File: src/rtl/matmul_pkg.sv
// Shared constants and types for the 3x3 matrix multiplier feeder.
// Element width, matrix size, bus width and loader state encoding.
package matmul_pkg;

  localparam int ELEM_W      = 8;
  localparam int N           = 3;
  localparam int ELEMS       = N * N;
  localparam int MAT_W       = ELEMS * ELEM_W;
  localparam int FRAME_BYTES = 2 * ELEMS;
  localparam int IDX_W       = $clog2(FRAME_BYTES);

  typedef logic [ELEM_W-1:0] elem_t;
  typedef logic [MAT_W-1:0]  mat_t;

  typedef enum logic [1:0] {
    LOAD = 2'd0,
    FIRE = 2'd1,
    WAIT = 2'd2
  } ld_state_e;

endpackage

File: src/rtl/matrix_loader_if.sv
// Byte stream in, operand buses and multiplier handshake out.
// master drives bytes and mult_done; slave is the loader.
interface matrix_loader_if
  import matmul_pkg::*;
();

  elem_t in_data;
  logic  in_valid;
  logic  in_ready;
  mat_t  A;
  mat_t  B;
  logic  enable_multiplication;
  logic  mult_done;
  logic  busy;
  logic  frame_done;
  logic  timeout;

  modport master (
    output in_data,
    output in_valid,
    output mult_done,
    input  in_ready,
    input  A,
    input  B,
    input  enable_multiplication,
    input  busy,
    input  frame_done,
    input  timeout
  );

  modport slave (
    input  in_data,
    input  in_valid,
    input  mult_done,
    output in_ready,
    output A,
    output B,
    output enable_multiplication,
    output busy,
    output frame_done,
    output timeout
  );

endinterface

File: src/rtl/mult_done_watchdog.sv
// Rising-edge detector on mult_done plus the WAIT-state watchdog.
// expired is high on the WAIT cycle where the count hits the limit.
module mult_done_watchdog #(
  parameter int TIMEOUT_CYCLES = 64
) (
  input  logic clk,
  input  logic rst,
  input  logic clear,
  input  logic run,
  input  logic mult_done,
  output logic done_edge,
  output logic expired
);

  localparam int CNT_W =
    (TIMEOUT_CYCLES > 1) ? $clog2(TIMEOUT_CYCLES) : 1;

  logic prev_q;

  always_ff @(posedge clk or posedge rst) begin
    if (rst) begin
      prev_q <= 1'b0;
    end else begin
      prev_q <= mult_done;
    end
  end

  assign done_edge = mult_done & ~prev_q;

  generate
    if (TIMEOUT_CYCLES > 0) begin : g_wd
      logic [CNT_W-1:0] cnt_q;

      always_ff @(posedge clk or posedge rst) begin
        if (rst) begin
          cnt_q <= '0;
        end else if (clear) begin
          cnt_q <= '0;
        end else if (run) begin
          cnt_q <= cnt_q + 1'b1;
        end
      end

      assign expired =
        run && (cnt_q == CNT_W'(TIMEOUT_CYCLES - 1));
    end else begin : g_no_wd
      logic unused_ctl;
      assign unused_ctl = clear ^ run;
      assign expired    = 1'b0;
    end
  endgenerate

endmodule

File: src/rtl/matrix_loader.sv
// Serial byte loader: assembles A/B, fires the multiplier once,
// then waits for mult_done (or the watchdog) before re-arming.
module matrix_loader
  import matmul_pkg::*;
#(
  parameter int TIMEOUT_CYCLES = 64
) (
  input logic            clk,
  input logic            rst,
  matrix_loader_if.slave bus
);

  ld_state_e        state_q, state_d;
  logic [IDX_W-1:0] idx_q;
  mat_t             a_q, b_q;
  logic             in_ready_q;
  logic             enable_q;
  logic             busy_q;
  logic             frame_done_q;
  logic             timeout_q;
  logic             accept, last;
  logic             wd_clear, wd_run;
  logic             done_edge, expired;

  assign accept = bus.in_valid & in_ready_q;
  assign last   = idx_q == IDX_W'(FRAME_BYTES - 1);

  mult_done_watchdog #(
    .TIMEOUT_CYCLES(TIMEOUT_CYCLES)
  ) u_wd (
    .clk       (clk),
    .rst       (rst),
    .clear     (wd_clear),
    .run       (wd_run),
    .mult_done (bus.mult_done),
    .done_edge (done_edge),
    .expired   (expired)
  );

  always_comb begin
    state_d  = state_q;
    wd_clear = 1'b0;
    wd_run   = 1'b0;
    unique case (state_q)
      LOAD: begin
        if (accept && last) state_d = FIRE;
      end
      FIRE: begin
        wd_clear = 1'b1;
        state_d  = WAIT;
      end
      WAIT: begin
        wd_run = 1'b1;
        if (done_edge || expired) state_d = LOAD;
      end
      default: state_d = LOAD;
    endcase
  end

  // Status flags are registered from the next state so they
  // line up with the state they describe.
  always_ff @(posedge clk or posedge rst) begin
    if (rst) begin
      state_q      <= LOAD;
      in_ready_q   <= 1'b1;
      enable_q     <= 1'b0;
      busy_q       <= 1'b0;
      frame_done_q <= 1'b0;
      timeout_q    <= 1'b0;
    end else begin
      state_q      <= state_d;
      in_ready_q   <= state_d == LOAD;
      enable_q     <= state_d == FIRE;
      busy_q       <= state_d != LOAD;
      frame_done_q <= wd_run & done_edge;
      timeout_q    <= wd_run & expired & ~done_edge;
    end
  end

  always_ff @(posedge clk or posedge rst) begin
    if (rst) begin
      idx_q <= '0;
    end else if (accept) begin
      idx_q <= last ? '0 : idx_q + 1'b1;
    end else if (state_q != LOAD) begin
      idx_q <= '0;
    end
  end

  // Element k lives at the MSB end shifted down by k bytes.
  always_ff @(posedge clk or posedge rst) begin
    if (rst) begin
      a_q <= '0;
      b_q <= '0;
    end else if (accept) begin
      for (int k = 0; k < ELEMS; k++) begin
        if (idx_q == IDX_W'(k))
          a_q[MAT_W-1-ELEM_W*k -: ELEM_W] <= bus.in_data;
        if (idx_q == IDX_W'(k + ELEMS))
          b_q[MAT_W-1-ELEM_W*k -: ELEM_W] <= bus.in_data;
      end
    end
  end

  assign bus.in_ready              = in_ready_q;
  assign bus.A                     = a_q;
  assign bus.B                     = b_q;
  assign bus.enable_multiplication = enable_q;
  assign bus.busy                  = busy_q;
  assign bus.frame_done            = frame_done_q;
  assign bus.timeout               = timeout_q;

endmodule
File: src/flat_wrapper.sv
// flat-port wrapper written by rule: the top's interface ports become plain ports
module matrix_loader_flat import matmul_pkg::*;
#(
  parameter int TIMEOUT_CYCLES = 64
)
  (clk, rst, bus_in_data, bus_in_valid, bus_mult_done, bus_in_ready, bus_A, bus_B, bus_enable_multiplication, bus_busy, bus_frame_done, bus_timeout);
  matrix_loader_if bus_i ();
  input logic clk;
  input logic rst;
  input wire logic [$bits(bus_i.in_data)-1:0] bus_in_data;
  input wire logic [$bits(bus_i.in_valid)-1:0] bus_in_valid;
  input wire logic [$bits(bus_i.mult_done)-1:0] bus_mult_done;
  output wire logic [$bits(bus_i.in_ready)-1:0] bus_in_ready;
  output wire logic [$bits(bus_i.A)-1:0] bus_A;
  output wire logic [$bits(bus_i.B)-1:0] bus_B;
  output wire logic [$bits(bus_i.enable_multiplication)-1:0] bus_enable_multiplication;
  output wire logic [$bits(bus_i.busy)-1:0] bus_busy;
  output wire logic [$bits(bus_i.frame_done)-1:0] bus_frame_done;
  output wire logic [$bits(bus_i.timeout)-1:0] bus_timeout;
  assign bus_i.in_data = bus_in_data;
  assign bus_i.in_valid = bus_in_valid;
  assign bus_i.mult_done = bus_mult_done;
  assign bus_in_ready = bus_i.in_ready;
  assign bus_A = bus_i.A;
  assign bus_B = bus_i.B;
  assign bus_enable_multiplication = bus_i.enable_multiplication;
  assign bus_busy = bus_i.busy;
  assign bus_frame_done = bus_i.frame_done;
  assign bus_timeout = bus_i.timeout;
  matrix_loader #(.TIMEOUT_CYCLES(TIMEOUT_CYCLES)) u_core (.clk(clk), .rst(rst), .bus(bus_i));
endmodule
File: config.mk
export PLATFORM = sky130hd
export DESIGN_NAME = matrix_loader_flat
export DESIGN_NICKNAME = d
export VERILOG_FILES = /design/src/rtl/matmul_pkg.sv /design/src/rtl/matrix_loader_if.sv /design/src/rtl/mult_done_watchdog.sv /design/src/rtl/matrix_loader.sv /design/src/flat_wrapper.sv
export SDC_FILE = /design/constraint.sdc
export NUM_CORES = 1
export LEC_CHECK = 0
export CORE_UTILIZATION = 44
export DETAILED_ROUTE_END_ITERATION = 8
export PLACE_DENSITY = 0.82
export SLEW_MARGIN = 40
export SYNTH_ARGS = -nofsm -noshare
export SYNTH_HDL_FRONTEND = slang
export SYNTH_SLANG_ARGS = --single-unit
File: constraint.sdc
create_clock -name clk -period 5.6 [get_ports clk]
set_input_delay 1.12 -clock clk [delete_from_list [all_inputs] [get_ports clk]]
set_output_delay 1.12 -clock clk [all_outputs]
set_load 0.05 [all_outputs]
==> results of run 1 <==
[worst paths after layout]
path	depth (start not counted)	end	start	slack (ns)
setup / recovery	1	bus_in_ready	u_core.bus.in_ready$_DFF_PP1_	2.70
hold / removal	1	u_core.bus.A[32]$_DFFE_PP0P_	u_core.bus.A[32]$_DFFE_PP0P_	0.49
setup reg to reg	4	u_core.bus.B[32]$_DFFE_PP0P_	u_core.bus.in_ready$_DFF_PP1_	3.50
hold reg to reg	1	u_core.bus.A[32]$_DFFE_PP0P_	u_core.bus.A[32]$_DFFE_PP0P_	0.49
max in group asynchronous	3	u_core.bus.in_ready$_DFF_PP1_	rst	3.34
min in group asynchronous	2	u_core.bus.B[12]$_DFFE_PP0P_	rst	1.23
[cell usage in the layout, fill, tap and decap left out, drive strengths merged, types with 2 or more instances in the layout]
cell / instances
dfrtp: 162
clkdlybuf4s50: 154
mux2: 145
clkbuf: 19
nand2: 19
nor2: 17
inv: 11
o21ai: 10
ha: 10
clkinv: 9
buf: 8
nand3: 5
nand2b: 4
nor3: 4
and2: 2
and4: 2
a22o: 2
and3: 2
a21oi: 2
o2111ai: 2
a31oi: 2
bufinv: 2
[final cells by class]
cell class / count / area [um2] / area share (%)
clock inverters: 12 / 116 / 1.32
inverters: 11 / 46.3 / 0.526
clock buffers: 19 / 433 / 4.92
well taps: 184 / 230 / 2.62
repair buffers: 162 / 1590 / 18.0
multi-input cells: 237 / 2300 / 26.2
flip-flops and latches: 163 / 4080 / 46.4
[state kept, by name, indices dropped and copies added (netlist names)]
name,cells
u_core.bus.timeout,1
u_core.bus.frame_done,1
u_core.bus.B,72
u_core.idx_q,5
u_core.u_wd.prev_q,1
u_core.state_q,2
u_core.bus.enable_multiplication,1
u_core.u_wd.g_wd.cnt_q,6
u_core.bus.A,72
u_core.bus.in_ready,1
u_core.bus.busy,1
[stage by stage]
stage / std cells / utilization, % / hold WS [ns]
finish: 788 / 60.7 / 0.491
CTS: 788 / 60.9 / 0.496
global route: 788 / 60.7 / 0.506
floorplan: 426 / - / 0.479
global placement: 757 / 57.2 / 0.470
detailed placement: 757 / 57.1 / 0.483
[layer usage]
metal	GRT usage, %	vias up
met5	0	-
met4	5.72	0
met3	6.23	14
met2	35.5	98
met1	27.0	2122
li1	-	1827
[kinds of logic after synthesis]
group / count (synthesis)
xor+xnor: 1
fa+ha+maj: 10
flops: 163
simple gates: 60
mux: 145
buf+inv: 26
compound gates: 21
==> flow_summary.ini, run 1 <==
[clock_network]
clkLatencyLatePin_ns = 0.42
cts-root-buf = clkbuf_16
holdBufCountCts = 0
cts_tree = built
cts.sink_count = 163
cts_buffers = 17
clk_pin_slew_worst_paths_ns = 0.06
ctsResizeCount = 0
clockBufferDepth = 2
cts_setup_buffers = 0
cts_max_level = 4

[layout]
nets = 614
syn_to_final_growth_pct = 35.4
antenna_cells = 0
drive_above_1_share_pct = 33.4
final_cell_area_um2 = 8790
fillers = 1104

[timing]
slew_viol_final = 0
setup_tns_ns = 0
setup_viol = 0
rsz0062_at_grt = no
fin_skew_ns = 0.00560
timing.final.crit_share_pct = 51.7
fin_ws_ns = 2.70
worst_pin_slew_ns = 0.829
hold_viol = 0
fmax_mhz = 345
period_needed_ns = 2.90
max_slew_margin_pct = 44.6

[global_route]
grt_max_degree = 85
grt_pass1_vias = 4195
grt_overflow = 0
grt_pass1_wl_um = 23600
grt_usage_pct = 21.3
antenna_found_initial = 0

[synthesis]
synth_top_family_by_area = multiplexers
synth_top_area_share_pct = 62.4
synthXorXnorAreaFrac_pct = 0.135
syn_area_um2 = 6500
synth_simple_gate_area_share_pct = 6.24
synth.avg_cell_area_um2 = 15.2
synth.most_common_cell = dfrtp_1
syn_nets = 448
synthMuxAreaShare_pct = 25.1
synth_cells = 426
ys_seq_area_share_pct = 62.8
synth_top_flop_cell = dfrtp_1
synth_top_area_cell = dfrtp_1
synth_compound_area_share_pct = 2.00
synth-adder-area-share_pct = 1.93
synth.area.top_cells = dfrtp_1 (62%), mux2_2 (25%), ha_1 (1.9%), nor2_4 (1.4%), nand2_1 (0.87%)
ys_ff_latch = 163
yosys_warnings = 0
synth_edf_count = 0
synth.top_cells.by_count = dfrtp_1 (162), mux2_2 (143), nand2_1 (15)
synth_cell_types = 37
async_flop_share_pct = 100

[drt]
drt-total-wl_um = 15300
dr_wl_met3_um = 735
post_drt_wl_per_cell_um = 19.4
highest_layer = met4
drt_iter0_drc = 216
routed_via_density = 5.15
vias = 4061
m1WireLength_um = 6620
route.detailed.drc = 0
ant_nets = 0
firstDrtPassIters = 4
wl_met2_um = 7770

[worst_setup_path]
critPathKind = reg2out
worstPathMaxFanout = 4
slowest_stage = clkdlybuf4s50_1
crit_chain = clkdlybuf4s50_1
slowest_delay_ns = 0.81
critPathRequiredTime_ns = 4.48
cp_num_buf_inv = 1
worstSetupEndpointType = primary output
crit_arrival_ns = 1.78
startpoint_type = register
crit_family = buffers and inverters

[placement]
place_congestion = 0.793
dpl-instance-area_um2 = 8270
portBuffers = 160
dp_worst_setup_slack_ns = 2.42
dp_hpwl_um = 10700

[floorplan]
die_area_um2 = 15300
fp.dieH_um = 124
die_x_um = 124
rows = 44
io_pins = 161
coreArea_um2 = 14500
start_util_pct = 44.9

[hold_path]
hold_path.class = reg2reg

[status]
status = completed

[flow_run]
maxCapViolCount = 0
Power of run 1 is left out: the tool's default activity adds up to more than one toggle a clock period on the data nets, which glitch-free logic cannot reach.
==> inputs of run 2 (changes only) <==
==> constraint.sdc (replaced) <==
create_clock -name clk -period 2.65 [get_ports clk]
set_input_delay 0.53 -clock clk [delete_from_list [all_inputs] [get_ports clk]]
set_output_delay 0.53 -clock clk [all_outputs]
set_load 0.05 [all_outputs]
==> flow_summary.ini, run 2 (same netlist as run 1, synthesis figures left out) <==
[status]
status = completed

[timing]
worst_pin_slew_ns = 0.733
fin_skew_ns = 0.00715
setup_tns_ns = 0
max_slew_margin_pct = 51.0
whs_ns = 0.495
period_needed_ns = 2.32
setup_viol = 0
fin_ws_ns = 0.329
timing.final.crit_share_pct = 87.6
slew_viol_final = 0
rsz0062_at_grt = no
hold_viol = 0
fmax_mhz = 431

[global_route]
grt_pass1_wl_um = 24300
grt_pass1_vias = 4283
antenna_found_initial = 0
grt_overflow = 0
grt_usage_pct = 22.2
grt_max_degree = 33

[worst_setup_path]
startpoint = u_core.bus.in_ready$_DFF_PP1_
worstSetupEndpointType = primary output
rr_worst_depth = 5
worstPathMaxFanout = 4
r2r_start = u_core.idx_q[0]$_DFFE_PP0P_
r2r_slack_ns = 0.72
crit_family = buffers and inverters
critPathKind = reg2out
crit_chain = clkdlybuf4s50_1
startpoint_type = register
crit_arrival_ns = 1.79
cp_num_buf_inv = 1
slowest_stage = clkdlybuf4s50_1
r2r-end = u_core.bus.B[16]$_DFFE_PP0P_
critPathRequiredTime_ns = 2.12
slowest_delay_ns = 0.82

[layout]
syn_to_final_growth_pct = 38.3
drive_above_1_share_pct = 35.1
final_cells = 800
fillers = 1076
fin_util_pct = 62.0
mostFrequentLayoutCells = dfrtp_1 (162), clkdlybuf4s50_1 (154), mux2_2 (143)
antenna_cells = 0
final_cell_area_um2 = 8980
nets = 626
final_common_cell = dfrtp_1

[clock_network]
cts_setup_buffers = 0
cts-root-buf = clkbuf_16
cts_tree = built
clockBufferDepth = 2
holdBufCountCts = 0
cts_max_level = 4
cts.sink_count = 163
ctsResizeCount = 0
cts_buffers = 17
clkLatencyLatePin_ns = 0.42
clk_pin_slew_worst_paths_ns = 0.06

[power_and_ir_drop]
peakVddDrop_uv = 971
p_per_area_nw_per_um2 = 1470
power_mw = 13.2
leakage_nw = 4.03

[placement]
dp_hpwl_um = 11000
dpl-instance-area_um2 = 8400
place_congestion = 0.871
dp_worst_setup_slack_ns = 0.292
portBuffers = 160
place_inst = 769

[floorplan]
coreArea_um2 = 14500
die_area_um2 = 15300
die_x_um = 124
io_pins = 161
fp.dieH_um = 124
rows = 44
start_util_pct = 44.9

[drt]
post_drt_wl_per_cell_um = 19.6
drt-total-wl_um = 15700
route.detailed.drc = 0
ant_nets = 0
drt_iter0_drc = 174
firstDrtPassIters = 4
routed_via_density = 5.21
vias = 4167

[hold_path]
holdPathEnd = u_core.bus.A[32]$_DFFE_PP0P_
worstHoldStart = u_core.bus.A[32]$_DFFE_PP0P_
hold_depth = 1
hold_path.class = reg2reg

[flow_run]
maxCapViolCount = 0
==> run 2: routing by layer <==
layer  wire length [um]  track usage (%)  vias up
met5                  0                0        -
met4                252             8.96        0
met3                775             5.67       22
met2               8170             37.9      113
met1               6480             26.7     2180
li1                   -                -     1852
==> run 2: final cells by class <==
| type | instances | area [um2] | share of cell area [%] |
|---|---|---|---|
| tap | 184 | 230 | 2.56 |
| inverter | 11 | 45.0 | 0.501 |
| multi-input combinational | 237 | 2300 | 25.6 |
| timing repair buffer | 174 | 1730 | 19.2 |
| sequential | 163 | 4080 | 45.4 |
| clock inverter | 13 | 159 | 1.77 |
| clock buffer | 18 | 439 | 4.89 |
==> run 2: worst max path at each step <==
stage          depth (start not counted)                           end  slack [ns]
6_report                               1                  bus_in_ready        0.33
5_1_grt                                1                  bus_in_ready        0.28
4_1_cts                                1                  bus_in_ready        0.31
3_5_place_dp                           6  u_core.bus.B[25]$_DFFE_PP0P_        0.29
3_3_place_gp                           6  u_core.bus.A[64]$_DFFE_PP0P_        0.35
2_1_floorplan                          1   u_core.bus.A[0]$_DFFE_PP0P_        0.05
==> run 2: power by group <==
part	total (mW)	switching, mW	internal, mW	leakage [nW]
registers	4.06	0.606	3.45	2.13
clock network	2.48	0.976	1.50	0.288
logic	6.67	4.30	2.36	1.61
No activity file was read; power rests on OpenSTA's default activity.
==> inputs of run 3 (changes only) <==
==> constraint.sdc (replaced) <==
create_clock -name clk -period 1.9 [get_ports clk]
set_input_delay 0.38 -clock clk [delete_from_list [all_inputs] [get_ports clk]]
set_output_delay 0.38 -clock clk [all_outputs]
set_load 0.05 [all_outputs]
==> flow_summary.ini, run 3 (same netlist as run 1, synthesis figures left out) <==
[timing]
fmax_mhz = 557
fin_ws_ns = 0.104
slew_viol_final = 0
setup_viol = 0
rsz0062_at_grt = no
worst_pin_slew_ns = 0.513
timing.final.crit_share_pct = 94.5
fin_skew_ns = 0.00974
period_needed_ns = 1.80
max_slew_margin_pct = 65.9
setup_tns_ns = 0
hold_viol = 0

[drt]
post_drt_wl_per_cell_um = 19.3
firstDrtPassIters = 4
vias = 4233
drt-total-wl_um = 15800
routed_via_density = 5.17
drt_iter0_drc = 216
route.detailed.drc = 0
ant_nets = 0

[placement]
place_congestion = 0.845
portBuffers = 160
dp_worst_setup_slack_ns = -0.276
dp_hpwl_um = 11100

[clock_network]
cts_tree = built
clockBufferDepth = 2
cts-root-buf = clkbuf_16
holdBufCountCts = 0
clk_pin_slew_worst_paths_ns = 0.06
cts_setup_buffers = 0
cts_buffers = 17
cts_max_level = 4
clkLatencyLatePin_ns = 0.43
cts.sink_count = 163

[floorplan]
coreArea_um2 = 14500
rows = 44
start_util_pct = 44.9
fp.dieH_um = 124
die_area_um2 = 15300
die_x_um = 124
io_pins = 161

[flow_run]
maxCapViolCount = 0

[status]
status = completed

[power_and_ir_drop]
p_sw_share_pct = 46.4
p_int_mw = 9.49
pwr-share-seq_pct = 31.7
power_mw = 17.7
clkPwrFrac_pct = 18.8
pwr-share-comb_pct = 49.5
power.net_switching_mw = 8.22
leakage_nw = 4.58
peakVddDrop_uv = 1300
p_per_area_nw_per_um2 = 1960

[layout]
nets = 645
drive_above_1_share_pct = 42.8
syn_to_final_growth_pct = 39.3
final_common_cell = dfrtp_1
antenna_cells = 0
mostFrequentLayoutCells = dfrtp_1 (162), mux2_2 (143), dlygate4sd2_1 (105)

[worst_setup_path]
critPathKind = reg2reg
startpoint_type = register
worstPathMaxFanout = 8
crit_arrival_ns = 2.10
worstSetupEndpointType = register
critPathRequiredTime_ns = 2.21

[global_route]
grt_pass1_wl_um = 24700
grt_usage_pct = 22.5
grt_overflow = 0
grt_pass1_vias = 4420
grt_max_degree = 45
antenna_found_initial = 0

[hold_path]
hold_path.class = in2async
## run 3: cell count changes in the layout (fill, tap and decap cells not counted), sizes merged
cell           delta
clkdlybuf4s50   -143
dlygate4sd2     +105
buf              +57
bufinv            -1
clkbuf            +1
clkinv            -1
clkinvlp          +1
## run 3: per-layer routing
layer | part of all wire [%] | global-route usage, % | vias to the layer above | wire, um
met3 | 4.7 | 5.95 | 25 | 744
met2 | 53 | 39.3 | 106 | 8360
met1 | 41 | 26.5 | 2211 | 6450
met4 | 1.6 | 8.13 | 0 | 257
li1 | - | - | 1891 | -
met5 | 0 | 0 | - | 0
## run 3: path summary, 6_finish.rpt
path / startpoint / slack (ns) / cells past startpoint / end
setup / recovery: u_core.bus.in_ready$_DFF_PP1_ / 0.10 / 5 / u_core.bus.A[36]$_DFFE_PP0P_
hold / removal: rst / 0.32 / 2 / u_core.bus.A[53]$_DFFE_PP0P_
setup reg to reg: u_core.bus.in_ready$_DFF_PP1_ / 0.10 / 5 / u_core.bus.A[36]$_DFFE_PP0P_
hold reg to reg: u_core.bus.A[60]$_DFFE_PP0P_ / 0.50 / 1 / u_core.bus.A[60]$_DFFE_PP0P_
max in group asynchronous: rst / 0.92 / 3 / u_core.bus.A[68]$_DFFE_PP0P_
min in group clk: bus_mult_done / 0.43 / 1 / u_core.u_wd.prev_q$_DFF_PP0_
## run 3: area by class of cell
class | count | area, um2
clock buffer | 19 | 443
clock inverter | 12 | 131
inverter | 11 | 45.0
tap | 184 | 230
fill | 1107 | 5430
timing repair buffer | 193 | 1810
multi-input combinational | 237 | 2310
sequential | 163 | 4080
## run 3: through the flow
step	area [um2]	hold WS, ns	std cells	utilization (%)
finish	9050	0.320	819	62.5
global route	9050	0.325	819	62.5
CTS	9050	0.303	819	62.5
detailed placement	8610	0.492	788	59.4
global placement	8610	0.471	788	59.4
floorplan	6510	0.411	426	-
## run 3: power groups by stage
stage | clock network (mW) | logic [mW] | registers, mW
after detailed placement | 0 | 9.42 | 5.70
after global routing | 3.54 | 9.14 | 5.80
after global placement | 0 | 9.24 | 5.63
after CTS | 3.40 | 8.84 | 5.63
final | 3.33 | 8.76 | 5.61
after floorplan | 0 | 1.95 | 9.89
## run 3: critical path: stages, from the launching register on
cell and delay (ns):
dfstp_2 0.55, and3b_1 0.20, buf_12 0.14, nand2_4 0.10
nor2_4 0.30, mux2_2 0.38
## run 3: what timing repair did
| item | 4_1_cts | 5_1_grt |
|---|---|---|
| resized for setup | 105 | 0 |
| endpoints found under the setup margin | 105 | 2 |
| endpoints found under the hold margin | 0 | 0 |
| pin swaps | 0 | 1 |
